==> config.mk <==
export PLATFORM = sky130hd
export DESIGN_NAME = signed_seq_divider
export DESIGN_NICKNAME = d
export VERILOG_FILES = /design/src/rtl/signed_seq_divider.sv
export SDC_FILE = /design/constraint.sdc
export NUM_CORES = 1
export LEC_CHECK = 0
export ABC_AREA = 1
export BUFFER_PORTS_ARGS = -buffer_cell sky130_fd_sc_hd__clkbuf_2
export CAP_MARGIN = 20
export CORE_MARGIN = 2
export CORE_UTILIZATION = 35
export CTS_CLUSTER_DIAMETER = 50
export DETAILED_ROUTE_END_ITERATION = 10
export MAX_ROUTING_LAYER = met4
export SKIP_LAST_GASP = 1
export SYNTH_ARGS = -nofsm -noshare
export SYNTH_HDL_FRONTEND = slang
export SYNTH_SLANG_ARGS = --single-unit
==> constraint.sdc <==
create_clock -name clk -period 2.3 [get_ports clk]
set_input_delay 0.115 -clock clk [delete_from_list [all_inputs] [get_ports clk]]
set_output_delay 0.115 -clock clk [all_outputs]
set_load 0.02 [all_outputs]
==> src/rtl/signed_seq_divider.sv <==
// rtl/signed_seq_divider.sv - restoring radix-2 sequential divider, signed or unsigned operands
// Define DIVZERO_FAST_EN to short-cut divide-by-zero (IDLE->FIX, dbz flag); default runs it full length.
module signed_seq_divider #(
   parameter int WIDTH       = 16,
   parameter int SIGNED_MODE = 1
) (
   input  logic             clk,
   input  logic             rst,
   input  logic             start,
   input  logic [WIDTH-1:0] dividend,
   input  logic [WIDTH-1:0] divisor,
   output logic             busy,
   output logic             done,
   output logic [WIDTH-1:0] quotient,
   output logic [WIDTH-1:0] remainder,
   output logic             dbz
);
   localparam int CW = $clog2(WIDTH + 1);

   typedef enum logic [1:0] {IDLE, CALC, FIX} state_t;

   state_t           state;
   logic [CW-1:0]    cnt;
   logic [WIDTH:0]   rem;
   logic [WIDTH:0]   b_mag;
   logic [WIDTH-1:0] q_sh;
   logic             a_neg;
   logic             b_neg;

   logic             a_neg_in;
   logic             b_neg_in;
   logic [WIDTH-1:0] a_mag_in;
   logic [WIDTH:0]   b_mag_in;
   logic [WIDTH+1:0] trial;
   logic [WIDTH+1:0] diff;
   logic             ge;
   logic [WIDTH-1:0] quo_fix;
   logic [WIDTH-1:0] rem_fix;

`ifdef DIVZERO_FAST_EN
   logic             zero;
`endif

   always_comb begin
      a_neg_in = (SIGNED_MODE != 0) && dividend[WIDTH-1];
      b_neg_in = (SIGNED_MODE != 0) && divisor[WIDTH-1];
      // the most-negative dividend magnitude still fits WIDTH bits as unsigned
      a_mag_in = a_neg_in ? -dividend : dividend;
      b_mag_in = b_neg_in ? -{1'b1, divisor} : {1'b0, divisor};
      trial    = {rem, q_sh[WIDTH-1]};
      diff     = trial - {1'b0, b_mag};
      ge       = ~diff[WIDTH+1];
      rem_fix  = a_neg ? -rem[WIDTH-1:0] : rem[WIDTH-1:0];
      quo_fix  = (a_neg ^ b_neg) ? -q_sh : q_sh;
`ifdef DIVZERO_FAST_EN
      if (zero) begin
         quo_fix = '1;
      end
`endif
   end

   always_ff @(posedge clk) begin
      if (rst) begin
         state     <= IDLE;
         busy      <= 1'b0;
         done      <= 1'b0;
         quotient  <= '0;
         remainder <= '0;
         cnt       <= '0;
         rem       <= '0;
         b_mag     <= '0;
         q_sh      <= '0;
         a_neg     <= 1'b0;
         b_neg     <= 1'b0;
`ifdef DIVZERO_FAST_EN
         dbz       <= 1'b0;
         zero      <= 1'b0;
`endif
      end else begin
         done <= 1'b0;
         case (state)
            IDLE: begin
               if (start) begin
                  a_neg <= a_neg_in;
                  b_neg <= b_neg_in;
                  b_mag <= b_mag_in;
                  q_sh  <= a_mag_in;
                  rem   <= '0;
                  cnt   <= '0;
                  busy  <= 1'b1;
`ifdef DIVZERO_FAST_EN
                  if (divisor == '0) begin
                     rem   <= {1'b0, a_mag_in};
                     q_sh  <= '1;
                     zero  <= 1'b1;
                     state <= FIX;
                  end else begin
                     zero  <= 1'b0;
                     state <= CALC;
                  end
`else
                  state <= CALC;
`endif
               end
            end
            CALC: begin
               rem  <= ge ? diff[WIDTH:0] : trial[WIDTH:0];
               q_sh <= {q_sh[WIDTH-2:0], ge};
               cnt  <= cnt + CW'(1);
               if (cnt == CW'(WIDTH - 1)) begin
                  state <= FIX;
               end
            end
            FIX: begin
               quotient  <= quo_fix;
               remainder <= rem_fix;
`ifdef DIVZERO_FAST_EN
               dbz       <= zero;
`endif
               done      <= 1'b1;
               busy      <= 1'b0;
               state     <= IDLE;
            end
            default: begin
               state <= IDLE;
               busy  <= 1'b0;
            end
         endcase
      end
   end

`ifndef DIVZERO_FAST_EN
   assign dbz = 1'b0;
`endif

endmodule
==> metrics.md, run 1 <==
| Metric | Value |
|---|---|
| GPL Wtd Cong | `0.875` |
| CP max FO | `18` |
| Register area share after synthesis | `30.3%` |
| Row count | `48` |
| Critical Path Start Type | `register` |
| CP max-delay cell | `dfxtp_1` |
| Initial Util | `35.7%` |
| Final WL | `16.9 mm` |
| Post-synth top flop | `dfxtp_1` |
| Switching pwr | `0.00404 W` |
| Clock share of power | `17.0%` |
| Fin Clk Skew | `0.00858 ns` |
| Max-slew violation total from the final report | `0` |
| Hold path depth | `3` |
| Synth Area per Inst | `6.54 µm²` |
| CTS tree | `built` |
| Period utilisation layout | `91.3%` |
| DIE AREA | `0.0186 mm²` |
| Pwr per Cell Area | `1180 mW/mm²` |
| Worst stage delay on the critical path | `0.48 ns` |
| Layout net count | `1055` |
| Total power | `0.00827 W` |
| R2R setup slack | `0.20 ns` |
| Hold WC Path Type | `in2reg` |
| Largest net degree at the start of global routing | `52` |
| Latest clock arrival within the worst-skew pair | `0.36 ns` |
| First-pass GRT wire length | `28.1 mm` |
| Unique masters post-synth | `47` |
| Critical Path End Type | `register` |
| Logic gate share of total power | `58.9%` |
| Number of global-route vias before repair | `5639` |
| Worst-path clk slew | `0.07 ns` |
| Leak Pwr | `3.36 nW` |
| Core ar. | `0.0172 mm²` |
| FMAX | `476 MHz` |
| Post-Syn Area | `0.00615 mm²` |
| Arr. time, crit path | `2.39 ns` |
| Sequential Area | `0.00186 mm²` |
| Layout cells sized above 1 | `13.8%` |
| H-tree levels | `3` |
| Reg2Reg Launch Point | `rem[13]` |
| DPL Wire Length | `12.9 mm` |
| Critical Path RT | `2.59 ns` |
| Antenna cells | `0` |
| GRT Overall Usage | `19.5%` |
| Synthesized Nets | `999` |
| Status | `finished, final reports clean` |
| Syn. warnings | `0` |
| Max_slew headroom | `61.7%` |
| Cell Area, Placed | `0.00673 mm²` |
| Hold Vio Cnt, Final | `0` |
| Reg power frac | `24.1%` |
| Worst path bufs/invs | `0` |
| Post-route ant nets | `0` |
| Area of the multi-input gates | `0.00358 mm²` |
| I/O pins | `70` |
| Initial drt markers | `376` |
| DR vias | `6017` |
| Delay-heaviest family, CP | `simple AND/OR/NAND/NOR gates` |
| Worst slew pin tran | `0.574 ns` |
| Sink Count | `93` |
| Antenna violations before repair | `0` |
| Syn Inst Count | `940` |
| CTS root buf | `clkbuf_16` |
| Area Growth Syn to Fin | `13.9%` |
| Synth async-reset ratio | `0%` |
| IO Port Bufs | `68` |
| Fill cell count | `1851` |
| WHS Endpoint | `b_mag[0]` |
| Count of max-cap constraint violations | `0` |
| Die Wd | `137 µm` |
| Hold Path Origin | `divisor[0]` |
| Vias/cell | `4.92` |
| Sw Share | `48.8%` |
| Crit-path cells | `ha_1 > a21oi_1 > o21ai_1 > nor2_4 > nand3_4 > nand3_1 > nand3_1 > a21oi_1` |
| Setup CP Type | `reg2reg` |
| Post-route DRC violation count | `0` |
| Clock buffer depth | `2` |
| TritonCTS Buffers | `9` |
| Yosys reg bits | `93` |
| RSZ-0062 raised after global routing | `no` |
| WL/cell | `13.8 µm` |
| Pre-antenna DRT Iters | `6` |
| Final Cell Area | `0.00700 mm²` |
| Total grt overflow | `0` |
| Max IR drop VDD | `0.000524 V` |
| Setup violations, final | `0` |
| Internal | `0.00423 W` |
| Post-synth EDFFs | `0` |
| Minimum clock period | `2.10 ns` |
| Worst r2r dst | `rem[5]` |
| Sum Neg Setup Slack | `0 ns` |
| Die height | `137 µm` |
| Worst-case reg-to-reg path depth | `8` |
## worst max path at each step
stage          startpoint      end  slack [ns]  depth (start not counted)
2_1_floorplan     rem[10]  rem[10]        0.50                         12
4_1_cts          q_sh[15]  rem[16]        0.14                         14
3_3_place_gp     q_sh[15]  rem[16]        0.15                         14
5_1_grt           rem[13]  rem[12]        0.01                          8
3_5_place_dp     q_sh[15]  rem[16]        0.16                         14
6_report          rem[13]   rem[5]        0.20                          8
## logic make-up after synthesis
group                      synth area share, %
AOI/OAI and AO/OA                         16.4
xor gates and xnor gates                  5.25
adders and majority gates                 5.01
buffers and inverters                     11.8
DFF                                       30.3
other                                   0.0610
and+or+nand+nor                           31.2
## cell type report
type / count / area share, %
Multi-Input combinational cell: 666 / 51.1
Sequential cell: 93 / 26.6
Inverter: 143 / 7.66
Timing Repair Buffer: 83 / 6.83
Tap cell: 225 / 4.02
Clock buffer: 9 / 3.22
Clock inverter: 5 / 0.536
## cell usage in the layout (no fill, tap or decap), types with 3 or more instances in the layout
cell       count
nor2_2         4
a22oi_1        5
nor2_4         3
nand3_2        7
nor3_1        19
ha_1          23
clkbuf_16      9
o211ai_1       8
nand3b_1       9
inv_2          7
xnor2_1       10
inv_1        135
nand2_2        6
nand3_1       83
a31oi_1       12
clkbuf_2      68
o21ai_1        4
nor2_1        63
nand2_4        4
o31ai_1        3
nand2_1      208
nand4_1        7
buf_4         13
a21oi_1       81
o21ai_0       58
o221ai_1       4
xor2_1        25
dfxtp_1       92
## tightest hold or removal path, cell delays in order
cell      delay [ns]
clkbuf_2        0.09
inv_1           0.07
a21oi_1         0.06
## power by group through the flow
stage	combinational, W	clock (W)	sequential (W)
final	0.00487	0.00140	0.00199
after global routing	0.00560	0.00149	0.00201
after CTS	0.00488	0.00143	0.00199
after detailed placement	0.00485	0	0.00203
after global placement	0.00482	0	0.00203
after floorplan	0.00396	0	0.00196
## repair_timing
item | in CTS | in global routing
hold buffers | 0 | 0
buffers inserted | 0 | 0
gates resized for setup | 0 | 4
endpoints found under the setup margin | 0 | 5
endpoints found under the hold margin | 0 | 0
## registers in the layout, indices dropped and copies added, names as in the netlist
signal	count
a_neg	1
cnt	5
b_neg	1
rem	17
done	1
busy	1
state	2
q_sh	16
quotient	16
b_mag	17
remainder	16
## cell usage after synthesis, types with 2 or more instances
cell      count  area (µm²)
nor3_2        2        20.0
o221ai_1      4        35.0
nand2_1     209         785
nand3_4       2        35.0
ha_1         23         288
nor2_4        2        22.5
inv_2         6        22.5
o21ai_1       4        20.0
nor3_1       19        95.1
xor2_1       25         219
o21ai_0      58         290
o31ai_1       3        22.5
buf_6         4        45.0
nand2_2       5        31.3
buf_2         9        45.0
a22oi_1       5        37.5
a21oi_1      81         405
clkbuf_1     23        86.3
a31oi_1      12        75.1
or2_2         2        12.5
nand3_2       7        70.1
o22ai_1       2        12.5
nand2_4       4        45.0
nand3_1      83         415
xnor2_1      10        87.6
dfxtp_1      93        1860
nand3b_1      9        67.6
nor2_1       67         251
inv_1       136         510
o211ai_1      8        60.1
nand4_1       7        43.8
## stage by stage
| stage | util, % | hold WS, ns | std cells | setup slack (ns) |
|---|---|---|---|---|
| global route | 40.6 | 0.0530 | 1224 | 0.0129 |
| floorplan | - | 0.269 | 940 | 0.499 |
| finish | 40.6 | 0.0282 | 1224 | 0.200 |
| CTS | 40.6 | 0.0357 | 1224 | 0.136 |
| global placement | 39.1 | 0.391 | 1210 | 0.149 |
| detailed placement | 39.1 | 0.406 | 1210 | 0.157 |
## per-layer routing
metal	routed length (µm)	share of wire (%)	GRT usage (%)	up-vias
li1	-	-	-	3181
met1	8480	50	26.7	2701
met2	7560	45	30.1	107
met3	496	2.9	2.56	28
met4	337	2.0	6.08	0
met5	0	0	-	-
No activity file was read; power rests on OpenSTA's default activity.
==> run 2, diff against run 1 <==
GPL_ROUTABILITY_DRIVEN = 0   (was default)
SETUP_SLACK_MARGIN = 0.3   (was default)
==> run 2 against run 1 <==
Net effect: hold slack barely moved; register-to-register slack improved by 0.08 ns; worst setup slack improved by 0.080 ns; design area rose by 11%; largest cell class unchanged.
==> metrics.md, run 2 (synthesized netlist as in run 1, its figures left out) <==
| Metric | Value |
|---|---|
| Total grt overflow | `0 (unchanged)` |
| First-pass GRT wire length | `28.3 mm (+0.76%)` |
| Dpl ws | `0.157 ns (unchanged)` |
| Reg power frac | `20.0% (-4.1 points)` |
| Antenna cells | `0 (unchanged)` |
| Clock share of power | `13.3% (-3.7 points)` |
| GRT Overall Usage | `19.7% (+0.16 points)` |
| Vias/cell | `5.09 (+3.5%)` |
| IO Port Bufs | `68 (unchanged)` |
| Critical Path End Type | `register` |
| Core ar. | `0.0172 mm² (unchanged)` |
| Critical Path RT | `2.57 ns (-0.02 ns)` |
| Setup CP Type | `reg2reg` |
| Count of max-cap constraint violations | `0 (unchanged)` |
| Worst r2r dst | `rem[9]` |
| WL/cell | `14.9 µm (+8.1%)` |
| RSZ-0062 raised after global routing | `yes` |
| TritonCTS Buffers | `9 (unchanged)` |
| Hold path depth | `3 (unchanged)` |
| Arr. time, crit path | `2.29 ns (-0.10 ns)` |
| Leak Pwr | `3.58 nW (+6.7%)` |
| DIE AREA | `0.0186 mm² (unchanged)` |
| Critical Path Start Type | `register` |
| Die Wd | `137 µm (unchanged)` |
| Sink Count | `93 (unchanged)` |
| Switching pwr | `0.00528 W (+31%)` |
| Post-route DRC violation count | `0 (unchanged)` |
| Hold Vio Cnt, Final | `0 (unchanged)` |
| Status | `finished, final reports clean` |
| Most frequent cells in the layout | `nand2_1 (195), inv_1 (123), a21oi_1 (75), nand3_1 (75), dfxtp_1 (71)` |
| Logic gate share of total power | `66.7% (+7.8 points)` |
| CTS tree | `built` |
| Max-slew violation total from the final report | `0 (unchanged)` |
| Setup violations, final | `0 (unchanged)` |
| I/O pins | `70 (unchanged)` |
| Most common cell after layout, fill and taps aside | `nand2_1` |
| Pre-antenna DRT Iters | `4 (-2)` |
| DPL Wire Length | `12.9 mm (unchanged)` |
| Number of global-route vias before repair | `5686 (+0.83%)` |
| DR vias | `6384 (+6.1%)` |
| Area Growth Syn to Fin | `26.8%` |
| Reg2Reg Launch Point | `b_mag[5]` |
| Die height | `137 µm (unchanged)` |
| Final Cell Area | `0.00779 mm² (+11%)` |
| CP max FO | `7 (-11)` |
| Pwr per Cell Area | `1360 mW/mm² (+15%)` |
| Cell Area, Placed | `0.00673 mm² (unchanged)` |
| Worst-case reg-to-reg path depth | `12 (+4)` |
| WHS Endpoint | `b_mag[0]` |
| Layout net count | `1086 (+2.9%)` |
| Initial drt markers | `441 (+17%)` |
| Worst slew pin tran | `0.624 ns (+0.0502 ns)` |
| Layout cells sized above 1 | `24.4% (+11 points)` |
| FMAX | `495 MHz (+3.9%)` |
| Initial Util | `35.7% (unchanged)` |
| Sum Neg Setup Slack | `0 ns (unchanged)` |
| Fin Clk Skew | `0.00731 ns (-0.00127 ns)` |
| R2R setup slack | `0.28 ns (+0.08 ns)` |
| Period utilisation layout | `87.9% (-3.5 points)` |
| CTS root buf | `clkbuf_16` |
| Clock buffer depth | `2 (unchanged)` |
| Biggest regs | `b_mag x17, rem x17` |
| Internal | `0.00528 W (+25%)` |
| Largest net degree at the start of global routing | `52 (unchanged)` |
| Hold Path Origin | `divisor[0]` |
| Setup WS post-layout | `0.279 ns (+0.0796 ns)` |
| Latest clock arrival within the worst-skew pair | `0.36 ns (about the same)` |
| Hold Buf Count CTS | `0 (unchanged)` |
| Sw Share | `50.0% (+1.2 points)` |
| Post-layout util | `45.2% (+4.6 points)` |
| Max IR drop VDD | `0.000684 V (+31%)` |
| Final WL | `18.7 mm (+11%)` |
| Max_slew headroom | `58.4% (-3.3 points)` |
| Post-route ant nets | `0 (unchanged)` |
| Hold WC Path Type | `in2reg` |
| Minimum clock period | `2.02 ns (-0.0796 ns)` |
| Worst-path clk slew | `0.07 ns (about the same)` |
| Antenna violations before repair | `0 (unchanged)` |
| Row count | `48 (unchanged)` |
| H-tree levels | `3 (unchanged)` |
run 2: area by class of cell:
class                   count  area, µm²
well taps                 225        282
repair buffers            104        672
clock buffers               9        225
flip-flops and latches     93       1900
fillers                  1750       9440
clock inverters             5       37.5
multi-input cells         676       4140
inverters                 143        543
run 2: critical path: stages (launching register included):
cell and delay, ns:
dfxtp_2 0.36, inv_2 0.05, ha_4 0.29, nand2_4 0.07
nor2_4 0.13, nand3_2 0.11, nand3_4 0.14, nand2_8 0.10
nand2_8 0.21, nand2_4 0.12, nand3_1 0.10, nand3_1 0.07
a21oi_1 0.17
run 2: metal layers:
metal | track usage, % | vias up | routed length [µm]
met5 | - | - | 0
met4 | 6.31 | 0 | 504
met2 | 30.3 | 180 | 8500
li1 | - | 3266 | -
met3 | 2.89 | 39 | 854
met1 | 26.7 | 2899 | 8850
run 2: stage by stage:
stage / power, W / instances / hold WS, ns
floorplan: 0.00592 / 940 / 0.269
global placement: 0.00685 / 1210 / 0.391
detailed placement: 0.00688 / 1210 / 0.406
CTS: 0.00856 / 1227 / 0.0283
global route: 0.0113 / 1255 / 0.0533
finish: 0.0106 / 1255 / 0.0282
run 2: worst max-delay path by stage:
stage | cells past startpoint | slack (ns) | startpoint | end
6_report | 12 | 0.28 | b_mag[5] | rem[9]
3_5_place_dp | 14 | 0.16 | q_sh[15] | rem[16]
2_1_floorplan | 12 | 0.50 | rem[10] | rem[10]
3_3_place_gp | 14 | 0.15 | q_sh[15] | rem[16]
5_1_grt | 12 | 0.22 | b_mag[7] | rem[9]
4_1_cts | 14 | 0.29 | q_sh[15] | rem[16]
run 2: repair_timing:
item                                    CTS  global route
endpoints found under the setup margin   18            24
pin swaps                                 3            25
hold endpoints to repair                  0             0
cloned                                    1             9
resized for setup                        11           109
buffers inserted                          2            19
run 2: power groups by stage:
stage / clock network, W / registers [W] / logic [W]
after floorplan: 0 / 0.00196 / 0.00396
after global placement: 0 / 0.00203 / 0.00482
after detailed placement: 0 / 0.00203 / 0.00485
after CTS: 0.00143 / 0.00200 / 0.00513
after global routing: 0.00149 / 0.00213 / 0.00773
final: 0.00140 / 0.00212 / 0.00705
==> run 3, diff against run 2 <==
MAX_ROUTING_LAYER = default   (was met4)
==> run 3 against run 2 <==
Net effect: clock power about the same; non-clock buffer count decreased by 8; core utilization down 0.61 points; register-to-register slack about the same; first-iteration DRC count is 13% lower; combinational power fell by 3%; hold slack worse by 0.00070 ns; critical path depth fell by 3; fmax hardly changed; design area is 1.3% lower; critical path type unchanged; critical endpoint unchanged; largest cell class unchanged.
==> metrics.md, run 3 (synthesized netlist as in run 1, its figures left out) <==
| Metric | Value |
|---|---|
| Status | `finished, final reports clean` |
| CTS tree | `built` |
| Arr. time, crit path | `2.30 ns (about the same)` |
| Hold WC Path Type | `in2reg` |
| Core ar. | `0.0172 mm² (unchanged)` |
| Critical Path Start Type | `register` |
| Pwr per Cell Area | `1350 mW/mm² (-0.57%)` |
| Final Cell Area | `0.00769 mm² (-1.3%)` |
| TritonCTS Buffers | `9 (unchanged)` |
| Row count | `48 (unchanged)` |
| Hold path depth | `3 (unchanged)` |
| Sink Count | `93 (unchanged)` |
| DR vias | `6316 (-1.1%)` |
| Final hold slack | `0.0275 ns (-0.000695 ns)` |
| Count of max-cap constraint violations | `0 (unchanged)` |
| Max-slew violation total from the final report | `0 (unchanged)` |
| Cell Area, Placed | `0.00673 mm² (unchanged)` |
| Minimum clock period | `2.02 ns (-0.000252 ns)` |
| Setup CP Type | `reg2reg` |
| H-tree levels | `3 (unchanged)` |
| WL/cell | `14.9 µm (about the same)` |
| Worst slew pin tran | `0.601 ns (-0.0238 ns)` |
| Max_slew headroom | `60.0% (+1.6 points)` |
| Antenna violations before repair | `0 (unchanged)` |
| Leak Pwr | `3.54 nW (-1.2%)` |
| Post-route ant nets | `0 (unchanged)` |
| Post-layout util | `44.6% (-0.61 points)` |
| Worst-case reg-to-reg path depth | `9 (-3)` |
| Clock buffer depth | `2 (unchanged)` |
| Max IR drop VDD | `0.000575 V (-16%)` |
| First-pass GRT wire length | `28.3 mm (-0.14%)` |
| RSZ-0062 raised after global routing | `yes` |
| DIE AREA | `0.0186 mm² (unchanged)` |
| Critical Path RT | `2.58 ns (about the same)` |
| Initial Util | `35.7% (unchanged)` |
| Post-route DRC violation count | `0 (unchanged)` |
| Die Wd | `137 µm (unchanged)` |
| Most frequent cells in the layout | `nand2_1 (196), inv_1 (129), dfxtp_1 (79)` |
| Layout cells sized above 1 | `22.5% (-1.8 points)` |
| Initial drt markers | `385 (-13%)` |
| CP max FO | `8 (+1)` |
| Total grt overflow | `0 (unchanged)` |
| Largest net degree at the start of global routing | `52 (unchanged)` |
| CTS root buf | `clkbuf_16` |
| Worst-path clk slew | `0.07 ns (about the same)` |
| Fill cell count | `1770 (+1.1%)` |
| Pre-antenna DRT Iters | `4 (unchanged)` |
| Biggest regs | `b_mag x17, rem x17` |
| Hold Vio Cnt, Final | `0 (unchanged)` |
| Latest clock arrival within the worst-skew pair | `0.36 ns (about the same)` |
| Dpl ws | `0.157 ns (unchanged)` |
| Antenna cells | `0 (unchanged)` |
| Final WL | `18.6 mm (-0.79%)` |
| Die height | `137 µm (unchanged)` |
| I/O pins | `70 (unchanged)` |
| FMAX | `495 MHz (about the same)` |
| DPL Wire Length | `12.9 mm (unchanged)` |
| Sum Neg Setup Slack | `0 ns (unchanged)` |
| Fin Clk Skew | `0.00772 ns (+0.000412 ns)` |
| GRT Overall Usage | `19.1% (-0.59 points)` |
| Area Growth Syn to Fin | `25.1%` |
| R2R setup slack | `0.28 ns (about the same)` |
| Setup WS post-layout | `0.279 ns (+0.000252 ns)` |
| Layout net count | `1077 (-0.83%)` |
| Number of global-route vias before repair | `5708 (+0.39%)` |
| IO Port Bufs | `68 (unchanged)` |
| Critical Path End Type | `register` |
| Vias/cell | `5.07 (-0.35%)` |
| Setup violations, final | `0 (unchanged)` |
| Period utilisation layout | `87.9% (about the same)` |
| Most common cell after layout, fill and taps aside | `nand2_1` |
-- run 3: cell types whose count changed in the layout (fill, tap and decap cells not counted), sizes merged --
cell | before | now
buf | 36 | 28
nand2 | 223 | 222
-- run 3: power breakdown --
group	leakage [nW]	internal, W	switching [W]
registers	0.764	0.00180	0.000294
clock network	0.124	0.000727	0.000675
logic	2.65	0.00263	0.00424
-- run 3: timing repair --
| action | CTS | global route |
|---|---|---|
| gates cloned | 1 | 8 |
| hold buffers | 0 | 0 |
| buffers inserted | 2 | 11 |
| resized for setup | 11 | 90 |
| endpoints found under the setup margin | 18 | 24 |
| pin swaps | 3 | 17 |
-- run 3: path summary, 6_finish.rpt --
| check | from | end |
|---|---|---|
| worst max-delay path | rem[15] | rem[9] |
| worst min-delay path | divisor[0] | b_mag[0] |
| worst max register to register | rem[15] | rem[9] |
| worst min register to register | b_mag[16] | b_mag[16] |
-- run 3: cell type report --
cell class	instances	area [µm²]	area share [%]
clock buffers	9	225	2.93
well taps	225	282	3.66
flip-flops and latches	93	1880	24.5
clock inverters	5	37.5	0.488
inverters	143	543	7.06
multi-input cells	675	4110	53.4
repair buffers	96	608	7.91
-- run 3: metal layers --
metal	routed length (µm)	part of all wire, %	global-route usage, %	vias to the layer above
met5	0	0	0	-
met4	502	2.7	6.31	0
met3	872	4.7	3.07	42
met2	8490	46	30.3	165
met1	8700	47	26.5	2860
li1	-	-	-	3249
-- run 3: metrics by stage --
step,total power (W),instances
3_3_place_gp,0.00685,1210
5_1_grt,0.0112,1246
4_1_cts,0.00856,1227
3_5_place_dp,0.00688,1210
6_report,0.0104,1246
2_1_floorplan,0.00592,940
-- run 3: worst max-delay path, cell delays in order (launching register included) --
cell     delay (ns)
dfxtp_2        0.38
ha_2           0.33
a21oi_2        0.17
o21ai_2        0.09
nor2_4         0.27
buf_4          0.19
nand3_4        0.13
nand3_1        0.14
nand3_1        0.09
a21oi_1        0.14
